===== src/rtl/uart_tx_if.sv =====
// uart_tx_if : host-side handshake bundle between the control register logic
// and the UART transmitter (write strobe, data byte and status flags).
interface uart_tx_if;
  logic [7:0] tx_data;
  logic       new_tx_data;
  logic       tx_ready;
  logic       tx_busy;
  logic       tx_overrun;

  modport master (
    output tx_data,
    output new_tx_data,
    input  tx_ready,
    input  tx_busy,
    input  tx_overrun
  );

  modport slave (
    input  tx_data,
    input  new_tx_data,
    output tx_ready,
    output tx_busy,
    output tx_overrun
  );
endinterface


===== src/rtl/uart_tx.sv =====
// uart_tx : 8-bit UART transmitter driven by a 16x baud enable (ce_16).
// A one-byte holding register feeds the shifter so frames can go out
// back-to-back. Optional even-parity bit compiled in with UART_TX_PARITY_EN.
//
// state     | meaning
// ----------+---------------------------------------------------------
// ST_IDLE   | line idle high, waiting for a full holding register
// ST_START  | driving the start bit (0)
// ST_DATA   | driving data bits 0..7, LSB first
// ST_PARITY | driving even parity of the byte (UART_TX_PARITY_EN only)
// ST_STOP   | driving 1 or 2 stop bits (1)
module uart_tx #(
  parameter int STOP_BITS = 1
) (
  input  logic      clock,
  input  logic      reset,
  input  logic      ce_16,
  uart_tx_if.slave  bus,
  output logic      ser_out
);

  localparam logic [2:0] ST_IDLE   = 3'd0;
  localparam logic [2:0] ST_START  = 3'd1;
  localparam logic [2:0] ST_DATA   = 3'd2;
`ifdef UART_TX_PARITY_EN
  localparam logic [2:0] ST_PARITY = 3'd3;
`endif
  localparam logic [2:0] ST_STOP   = 3'd4;

  logic [2:0] state;
  logic [3:0] sub_cnt;
  logic [2:0] bit_idx;
  logic       stop_cnt;
  logic [7:0] shreg;
  logic [7:0] hold;
  logic       hold_full;
  logic       busy_q;
  logic       overrun_q;

  logic bit_end;
  logic stop_last;
  logic frame_end;
  logic load;
  logic write_ok;

  // The second stop bit is only counted when two stop bits are configured.
  assign stop_last = (STOP_BITS == 1) || stop_cnt;
  assign bit_end   = ce_16 && (sub_cnt == 4'hF) && (state != ST_IDLE);
  assign frame_end = bit_end && (state == ST_STOP) && stop_last;
  // Transfer from holding to shifter: either from idle or seamlessly at frame end.
  assign load      = hold_full && ((state == ST_IDLE) || frame_end);
  assign write_ok  = bus.new_tx_data && !hold_full;

  assign bus.tx_ready   = ~hold_full;
  assign bus.tx_busy    = busy_q;
  assign bus.tx_overrun = overrun_q;

  // Holding register: capture on accepted write, empty on transfer, flag overruns.
  always_ff @(posedge clock or negedge reset) begin
    if (!reset) begin
      hold      <= 8'h00;
      hold_full <= 1'b0;
      overrun_q <= 1'b0;
    end else begin
      overrun_q <= bus.new_tx_data && hold_full;
      if (load) begin
        hold_full <= 1'b0;
      end else if (write_ok) begin
        hold      <= bus.tx_data;
        hold_full <= 1'b1;
      end
    end
  end

  // Frame sequencer: sub-bit counter, bit index and registered serial line.
  always_ff @(posedge clock or negedge reset) begin
    if (!reset) begin
      state    <= ST_IDLE;
      sub_cnt  <= 4'd0;
      bit_idx  <= 3'd0;
      stop_cnt <= 1'b0;
      shreg    <= 8'h00;
      ser_out  <= 1'b1;
      busy_q   <= 1'b0;
    end else if (load) begin
      state    <= ST_START;
      shreg    <= hold;
      ser_out  <= 1'b0;
      busy_q   <= 1'b1;
      sub_cnt  <= 4'd0;
      bit_idx  <= 3'd0;
      stop_cnt <= 1'b0;
    end else if ((state != ST_IDLE) && ce_16) begin
      sub_cnt <= sub_cnt + 4'd1;
      if (sub_cnt == 4'hF) begin
        case (state)
          ST_START: begin
            state   <= ST_DATA;
            bit_idx <= 3'd0;
            ser_out <= shreg[0];
          end
          ST_DATA: begin
            if (bit_idx == 3'd7) begin
`ifdef UART_TX_PARITY_EN
              state   <= ST_PARITY;
              ser_out <= ^shreg;
`else
              state    <= ST_STOP;
              ser_out  <= 1'b1;
              stop_cnt <= 1'b0;
`endif
            end else begin
              bit_idx <= bit_idx + 3'd1;
              ser_out <= shreg[bit_idx + 3'd1];
            end
          end
`ifdef UART_TX_PARITY_EN
          ST_PARITY: begin
            state    <= ST_STOP;
            ser_out  <= 1'b1;
            stop_cnt <= 1'b0;
          end
`endif
          ST_STOP: begin
            if (!stop_last) begin
              stop_cnt <= 1'b1;
            end else begin
              state   <= ST_IDLE;
              busy_q  <= 1'b0;
              ser_out <= 1'b1;
            end
          end
          default: begin
            state   <= ST_IDLE;
            busy_q  <= 1'b0;
            ser_out <= 1'b1;
          end
        endcase
      end
    end
  end

endmodule


===== src/flat_wrapper.sv =====
// flat-port wrapper written by rule: the top's interface ports become plain ports
module uart_tx_flat 
#(
  parameter int STOP_BITS = 1
)
  (clock, reset, ce_16, ser_out, bus_tx_data, bus_new_tx_data, bus_tx_ready, bus_tx_busy, bus_tx_overrun);
  uart_tx_if bus_i ();
  input  logic clock;
  input  logic reset;
  input  logic ce_16;
  output logic ser_out;
  input wire logic [$bits(bus_i.tx_data)-1:0] bus_tx_data;
  input wire logic [$bits(bus_i.new_tx_data)-1:0] bus_new_tx_data;
  output wire logic [$bits(bus_i.tx_ready)-1:0] bus_tx_ready;
  output wire logic [$bits(bus_i.tx_busy)-1:0] bus_tx_busy;
  output wire logic [$bits(bus_i.tx_overrun)-1:0] bus_tx_overrun;
  assign bus_i.tx_data = bus_tx_data;
  assign bus_i.new_tx_data = bus_new_tx_data;
  assign bus_tx_ready = bus_i.tx_ready;
  assign bus_tx_busy = bus_i.tx_busy;
  assign bus_tx_overrun = bus_i.tx_overrun;
  uart_tx #(.STOP_BITS(STOP_BITS)) u_core (.clock(clock), .reset(reset), .ce_16(ce_16), .bus(bus_i), .ser_out(ser_out));
endmodule

===== config.mk =====
export PLATFORM = sky130hd
export DESIGN_NAME = uart_tx_flat
export DESIGN_NICKNAME = d
export VERILOG_FILES = /design/src/rtl/uart_tx_if.sv /design/src/rtl/uart_tx.sv /design/src/flat_wrapper.sv
export SDC_FILE = /design/constraint.sdc
export NUM_CORES = 1
export LEC_CHECK = 0
export CAP_MARGIN = 5
export CORE_MARGIN = 8
export CORE_UTILIZATION = 50
export DETAILED_ROUTE_END_ITERATION = 8
export GPL_ROUTABILITY_DRIVEN = 0
export PLACE_DENSITY = 0.78
export SYNTH_ARGS = -nofsm -noshare
export SYNTH_HDL_FRONTEND = slang
export SYNTH_SLANG_ARGS = --single-unit

===== constraint.sdc =====
create_clock -name clock -period 2.3 [get_ports clock]
set_input_delay 0.69 -clock clock [delete_from_list [all_inputs] [get_ports clock]]
set_output_delay 0.69 -clock clock [all_outputs]
set_load 0.01 [all_outputs]

==> results.json, run 1 <==
{
  "drive_above_1_share_pct": 23.4,
  "hpwl_mm": 2.04,
  "yosys_warnings": 0,
  "synth_cell_types": 39,
  "die_y_um": 69.7,
  "cts_buffers": 5,
  "synthMuxAreaShare_pct": 17.7,
  "maxCapViolCount": 0,
  "ys_seq_area_share_pct": 52.2,
  "min-delay-path-class": "register to register",
  "synth_compound_area_share_pct": 10.7,
  "synth_area_sq_um": 1440,
  "core_sq_um": 2760,
  "routed_wirelength_mm": 2.70,
  "yosysMostFrequentCell": "dfrtp_1",
  "post_cts_resized": 0,
  "cts_hold_buf": 0,
  "numPortBuffers": 15,
  "required_ns": 1.61,
  "hold_viol_final": 0,
  "synth-edff-count": 0,
  "synthToLayoutAreaGrowth_pct": 18.7,
  "wl_per_cell_um": 16.1,
  "end_kind": "primary output",
  "synth_area_per_cell_sq_um": 12.8,
  "drc": 0,
  "htreeDepth": 2,
  "dr.pass1.iters": 4,
  "instances_no_fill": 168,
  "cp-start-kind": "register",
  "grt_pass1_vias": 1032,
  "root_buffer": "clkbuf_4",
  "fp.dieW_um": 69.7,
  "pre_cts_slack_ns": 0.0152,
  "fin_skew_ns": 0.0121,
  "max_slew_margin_pct": 62.8,
  "netlist_instances": 113,
  "synthTopCellsByArea": "dfrtp_1 (50%), mux2_2 (9.4%), mux2_1 (4.7%), mux4_1 (3.6%), ha_1 (2.6%)",
  "tightest_slew_ns": 0.556,
  "rows": 19,
  "path_max_fanout": 9,
  "io_pins": 16,
  "synthArstFlopShare_pct": 100,
  "start_util_pct": 52.3,
  "grt_usage_pct": 11.9,
  "antenna_found_initial": 0,
  "grt_pass1_wl_mm": 4.68,
  "grt_overflow": 0,
  "path_class": "register to primary output",
  "p_leak_uw": 0.000751,
  "power_density_nw_per_um2": 1070,
  "synth_fa_ha_area_share_pct": 2.60,
  "synth-xor-area-share_pct": 0.608,
  "yosys.area.top_type": "dfrtp_1",
  "clk_latency_ns": 0.34,
  "synth_top_family_by_area": "multiplexers",
  "syn-num-nets": 128,
  "synth_top_area_share_pct": 50.3,
  "cts_sinks": 30,
  "ys_seq_elements": 30,
  "ant_nets": 0,
  "yosys.area_share.simple_pct": 12.4,
  "post_cts_buffers": 0,
  "cts.reportedPaths.clkPinSlew_ns": 0.09,
  "fin_setup_tns_ns": 0,
  "synthFlopType": "dfrtp_1",
  "placed_cells": 160,
  "diodes": 0,
  "finalMaxSlewViolations": 0,
  "finalCritPeriodShare_pct": 92.2,
  "cp.arrival_ns": 1.43,
  "grt_max_degree": 21,
  "cts_tree": "yes",
  "post-route-min-period_ns": 2.12,
  "drt-initial-drc-count": 44,
  "final_net_count": 151,
  "via_per_inst": 5.90,
  "die-area_sq_um": 4860,
  "vdd_ir_drop_max_mv": 0.686,
  "status": "complete, no violations",
  "synthTopCellsByCount": "dfrtp_1 (29), mux2_2 (12), nor2_1 (8), o21ai_0 (7), mux2_1 (6)",
  "clk_path_buf_depth": 2,
  "rsz0062_at_grt": "no",
  "power_uw": 1820,
  "finalSetupViolations": 0,
  "via_count": 991,
  "fin_ws_ns": 0.179,
  "fmax_mhz": 471
}
stage by stage:
| stage | instance area, sq um | utilization [%] | hold WS [ns] |
|---|---|---|---|
| after floorplan | 1440 | - | 0.394 |
| after global placement | 1650 | 59.9 | 0.461 |
| after detailed placement | 1650 | 59.9 | 0.470 |
| after CTS | 1710 | 62.1 | 0.492 |
| after global routing | 1710 | 62.1 | 0.515 |
| final | 1710 | 62.1 | 0.491 |
where the power goes:
part           internal (uW)  total [uW]  switching, uW
Combinational            329         554            224
Sequential               744         939            194
Clock                    148         332            184
Total                   1220        1820            603
final cells by class:
class / count / area, sq um
Fill cell: 222 / 1050
Sequential cell: 30 / 752
Multi-Input combinational cell: 74 / 634
Timing Repair Buffer: 22 / 215
Clock buffer: 7 / 55.1
Tap cell: 31 / 38.8
Inverter: 3 / 11.3
Clock inverter: 1 / 5.00
state kept, by name, summed over array words and instances, names as in the netlist:
signal	count
u_core.hold_full	1
u_core.ser_out	1
u_core.shreg	8
u_core.bus.tx_busy	1
u_core.state	3
u_core.hold	8
u_core.sub_cnt	4
u_core.bus.tx_overrun	1
u_core.bit_idx	3
path summary, 6_finish.rpt:
check / startpoint / to / slack [ns] / cells past startpoint
min in group asynchronous: reset / u_core.bus.tx_busy / 0.70 / 1
max: u_core.hold_full / bus_tx_ready / 0.18 / 2
min: u_core.shreg[6] / u_core.shreg[6] / 0.49 / 1
max in group asynchronous: reset / u_core.shreg[5] / 1.09 / 2
min reg2reg: u_core.shreg[6] / u_core.shreg[6] / 0.49 / 1
max reg2reg: u_core.state[0] / u_core.shreg[5] / 0.47 / 4
metal layers:
| metal | routed length, um | GRT usage (%) |
|---|---|---|
| met3 | 121 | 4.72 |
| met1 | 1180 | 12.9 |
| met2 | 1330 | 19.4 |
| met5 | 0 | 0 |
| met4 | 70 | 6.70 |
critical path, cell delays in order (launching register included):
cell and delay, ns:
dfrtp_1 0.48, inv_1 0.09, clkdlybuf4s50_1 0.53
placed cells by master, fill, tap and decap left out, types with 2 or more instances in the layout:
cell	n
a21o_1	2
a21oi_1	4
a22o_1	2
buf_4	6
clkbuf_4	5
clkdlybuf4s50_1	15
dfrtp_1	29
ha_1	3
inv_1	3
mux2_1	6
mux2_2	12
mux4_1	2
nand2_1	4
nor2_1	8
nor2b_1	2
nor4_2	2
o21ai_0	7
cells by family (layout without fill, tap and decap cells):
| kind of cell | after synthesis | count (layout) |
|---|---|---|
| flops | 30 | 30 |
| simple gates | 27 | 27 |
| compound gates | 23 | 23 |
| mux | 20 | 20 |
| buf+inv | 9 | 33 |
| fa+ha+maj | 3 | 3 |
| xor+xnor | 1 | 1 |
Power figures use the tool's default switching activity.
==> inputs of run 2 (changes only) <==
Settings changed: CELL_PAD_IN_SITES_DETAIL_PLACEMENT set to 2, CELL_PAD_IN_SITES_GLOBAL_PLACEMENT set to 2, CORE_MARGIN 8 to 5, CORE_UTILIZATION 50 to 37, PLACE_DENSITY 0.78 to 0.82.
==> run 2 against run 1 <==
Combinational power grew 15%. Count of clock-buffer cells in the layout is the same. Cell count grew 12%. Worst hold slack lost 0.0023 ns. Clock skew shrank 0.0089 ns. Critical path type unchanged. Via count grew 1.1%. Fmax grew 1.3%. Total power grew 10%. Largest power group unchanged. Routed wire length grew 27%.
==> results.json, run 2 (same netlist as run 1, synthesis figures left out) <==
{
  "status": "complete, no violations",
  "hpwl_mm": 2.52,
  "grt_pass1_wl_mm": 6.02,
  "finalSetupViolations": 0,
  "cts_sinks": 30,
  "fmax_mhz": 478,
  "hold_viol_final": 0,
  "diodes": 0,
  "power_density_nw_per_um2": 1120,
  "drive_above_1_share_pct": 25.0,
  "clk_path_buf_depth": 2,
  "cts.reportedPaths.clkPinSlew_ns": 0.07,
  "htreeDepth": 2,
  "instances_no_fill": 188,
  "ant_nets": 0,
  "p_leak_uw": 0.000777,
  "tightest_slew_ns": 0.434,
  "post_cts_resized": 0,
  "min-delay-path-class": "register to register",
  "finalCritPeriodShare_pct": 91.0,
  "grt_overflow": 0,
  "maxCapViolCount": 0,
  "die_y_um": 72.4,
  "cts_buffers": 5,
  "fin_ws_ns": 0.206,
  "numPortBuffers": 15,
  "placed_cell_area_sq_um": 1700,
  "grt_usage_pct": 15.3,
  "wl_per_cell_um": 18.3,
  "final_cell_mix": "dfrtp_1 (29), clkdlybuf4s50_1 (15), mux2_2 (12)",
  "rows": 22,
  "cp.arrival_ns": 1.40,
  "cts_hold_buf": 0,
  "core_sq_um": 3720,
  "post-route-min-period_ns": 2.09,
  "reg_top3": "u_core.hold x8, u_core.shreg x8, u_core.sub_cnt x4",
  "routed_wirelength_mm": 3.44,
  "die-area_sq_um": 5240,
  "start_util_pct": 38.8,
  "grt_pass1_vias": 1185,
  "required_ns": 1.61,
  "grt_max_degree": 31,
  "r2r_slack_ns": 0.49,
  "cp-start-kind": "register",
  "drt-initial-drc-count": 20,
  "vdd_ir_drop_max_mv": 0.642,
  "pre_cts_slack_ns": -0.00504,
  "finalMaxSlewViolations": 0,
  "dr.pass1.iters": 2,
  "rsz0062_at_grt": "no",
  "max_slew_margin_pct": 70.9,
  "synthToLayoutAreaGrowth_pct": 24.0,
  "via_per_inst": 5.33,
  "final_net_count": 154,
  "mostFrequentLayoutCell": "dfrtp_1",
  "path_class": "register to primary output",
  "root_buffer": "clkbuf_8",
  "num-fill-cells": 384,
  "cts_tree": "yes",
  "fin_skew_ns": 0.00328,
  "placed_cells": 180,
  "antenna_found_initial": 0,
  "via_count": 1002,
  "drc": 0,
  "clk_latency_ns": 0.28,
  "post_cts_buffers": 0,
  "final_area_sq_um": 1790,
  "worstPathCellList": "inv_1, clkdlybuf4s50_1",
  "io_pins": 16,
  "fp.dieW_um": 72.4,
  "path_max_fanout": 9,
  "slowest_delay_ns": 0.53,
  "end_kind": "primary output",
  "critPathSlowestCell": "clkdlybuf4s50_1"
}
==> run 2: routing by layer <==
| layer | part of all wire, % | vias to the layer above | GRT usage [%] |
|---|---|---|---|
| li1 | - | 459 | - |
| met4 | 1.4 | 0 | 4.92 |
| met5 | 0 | - | 0 |
| met2 | 55 | 19 | 27.9 |
| met1 | 40 | 516 | 16.9 |
| met3 | 3.8 | 8 | 4.71 |
==> run 2: cell type report <==
cell class	instances	area, sq um	share of cell area, %
well taps	48	60.1	3.36
inverters	3	11.3	0.630
repair buffers	25	238	13.3
flip-flops and latches	30	752	42.1
clock inverters	1	5.00	0.280
clock buffers	7	86.3	4.83
multi-input cells	74	634	35.5
==> run 2: power breakdown <==
group / switching, uW / internal [uW]
Combinational: 276 / 358
Sequential: 189 / 747
Clock: 196 / 241
Total: 662 / 1350
==> run 2: path summary, 6_finish.rpt <==
path / startpoint / to / depth (start not counted)
max: u_core.hold_full / bus_tx_ready / 2
min: u_core.shreg[2] / u_core.shreg[2] / 1
max reg2reg: u_core.hold_full / u_core.bit_idx[0] / 5
min reg2reg: u_core.shreg[2] / u_core.shreg[2] / 1
max in group asynchronous: reset / u_core.ser_out / 2
min in group asynchronous: reset / u_core.sub_cnt[2] / 2
==> run 2: critical path: cells and delay by family, from the launching register on <==
kind | cells | cell delay (ns)
buffers and inverters | 2 | 0.62
DFF | 1 | 0.50
==> run 2: per-stage QoR <==
| stage | hold WS, ns | total power, uW | utilization, % | TNS [ns] |
|---|---|---|---|---|
| global route | 0.511 | 2160 | 48.1 | 0 |
| finish | 0.489 | 2010 | 48.1 | 0 |
| CTS | 0.498 | 2050 | 48.1 | 0 |
| detailed placement | 0.483 | 1600 | 45.6 | -0.00504 |
| floorplan | 0.394 | 1330 | - | 0 |
| global placement | 0.462 | 1510 | 45.6 | 0 |
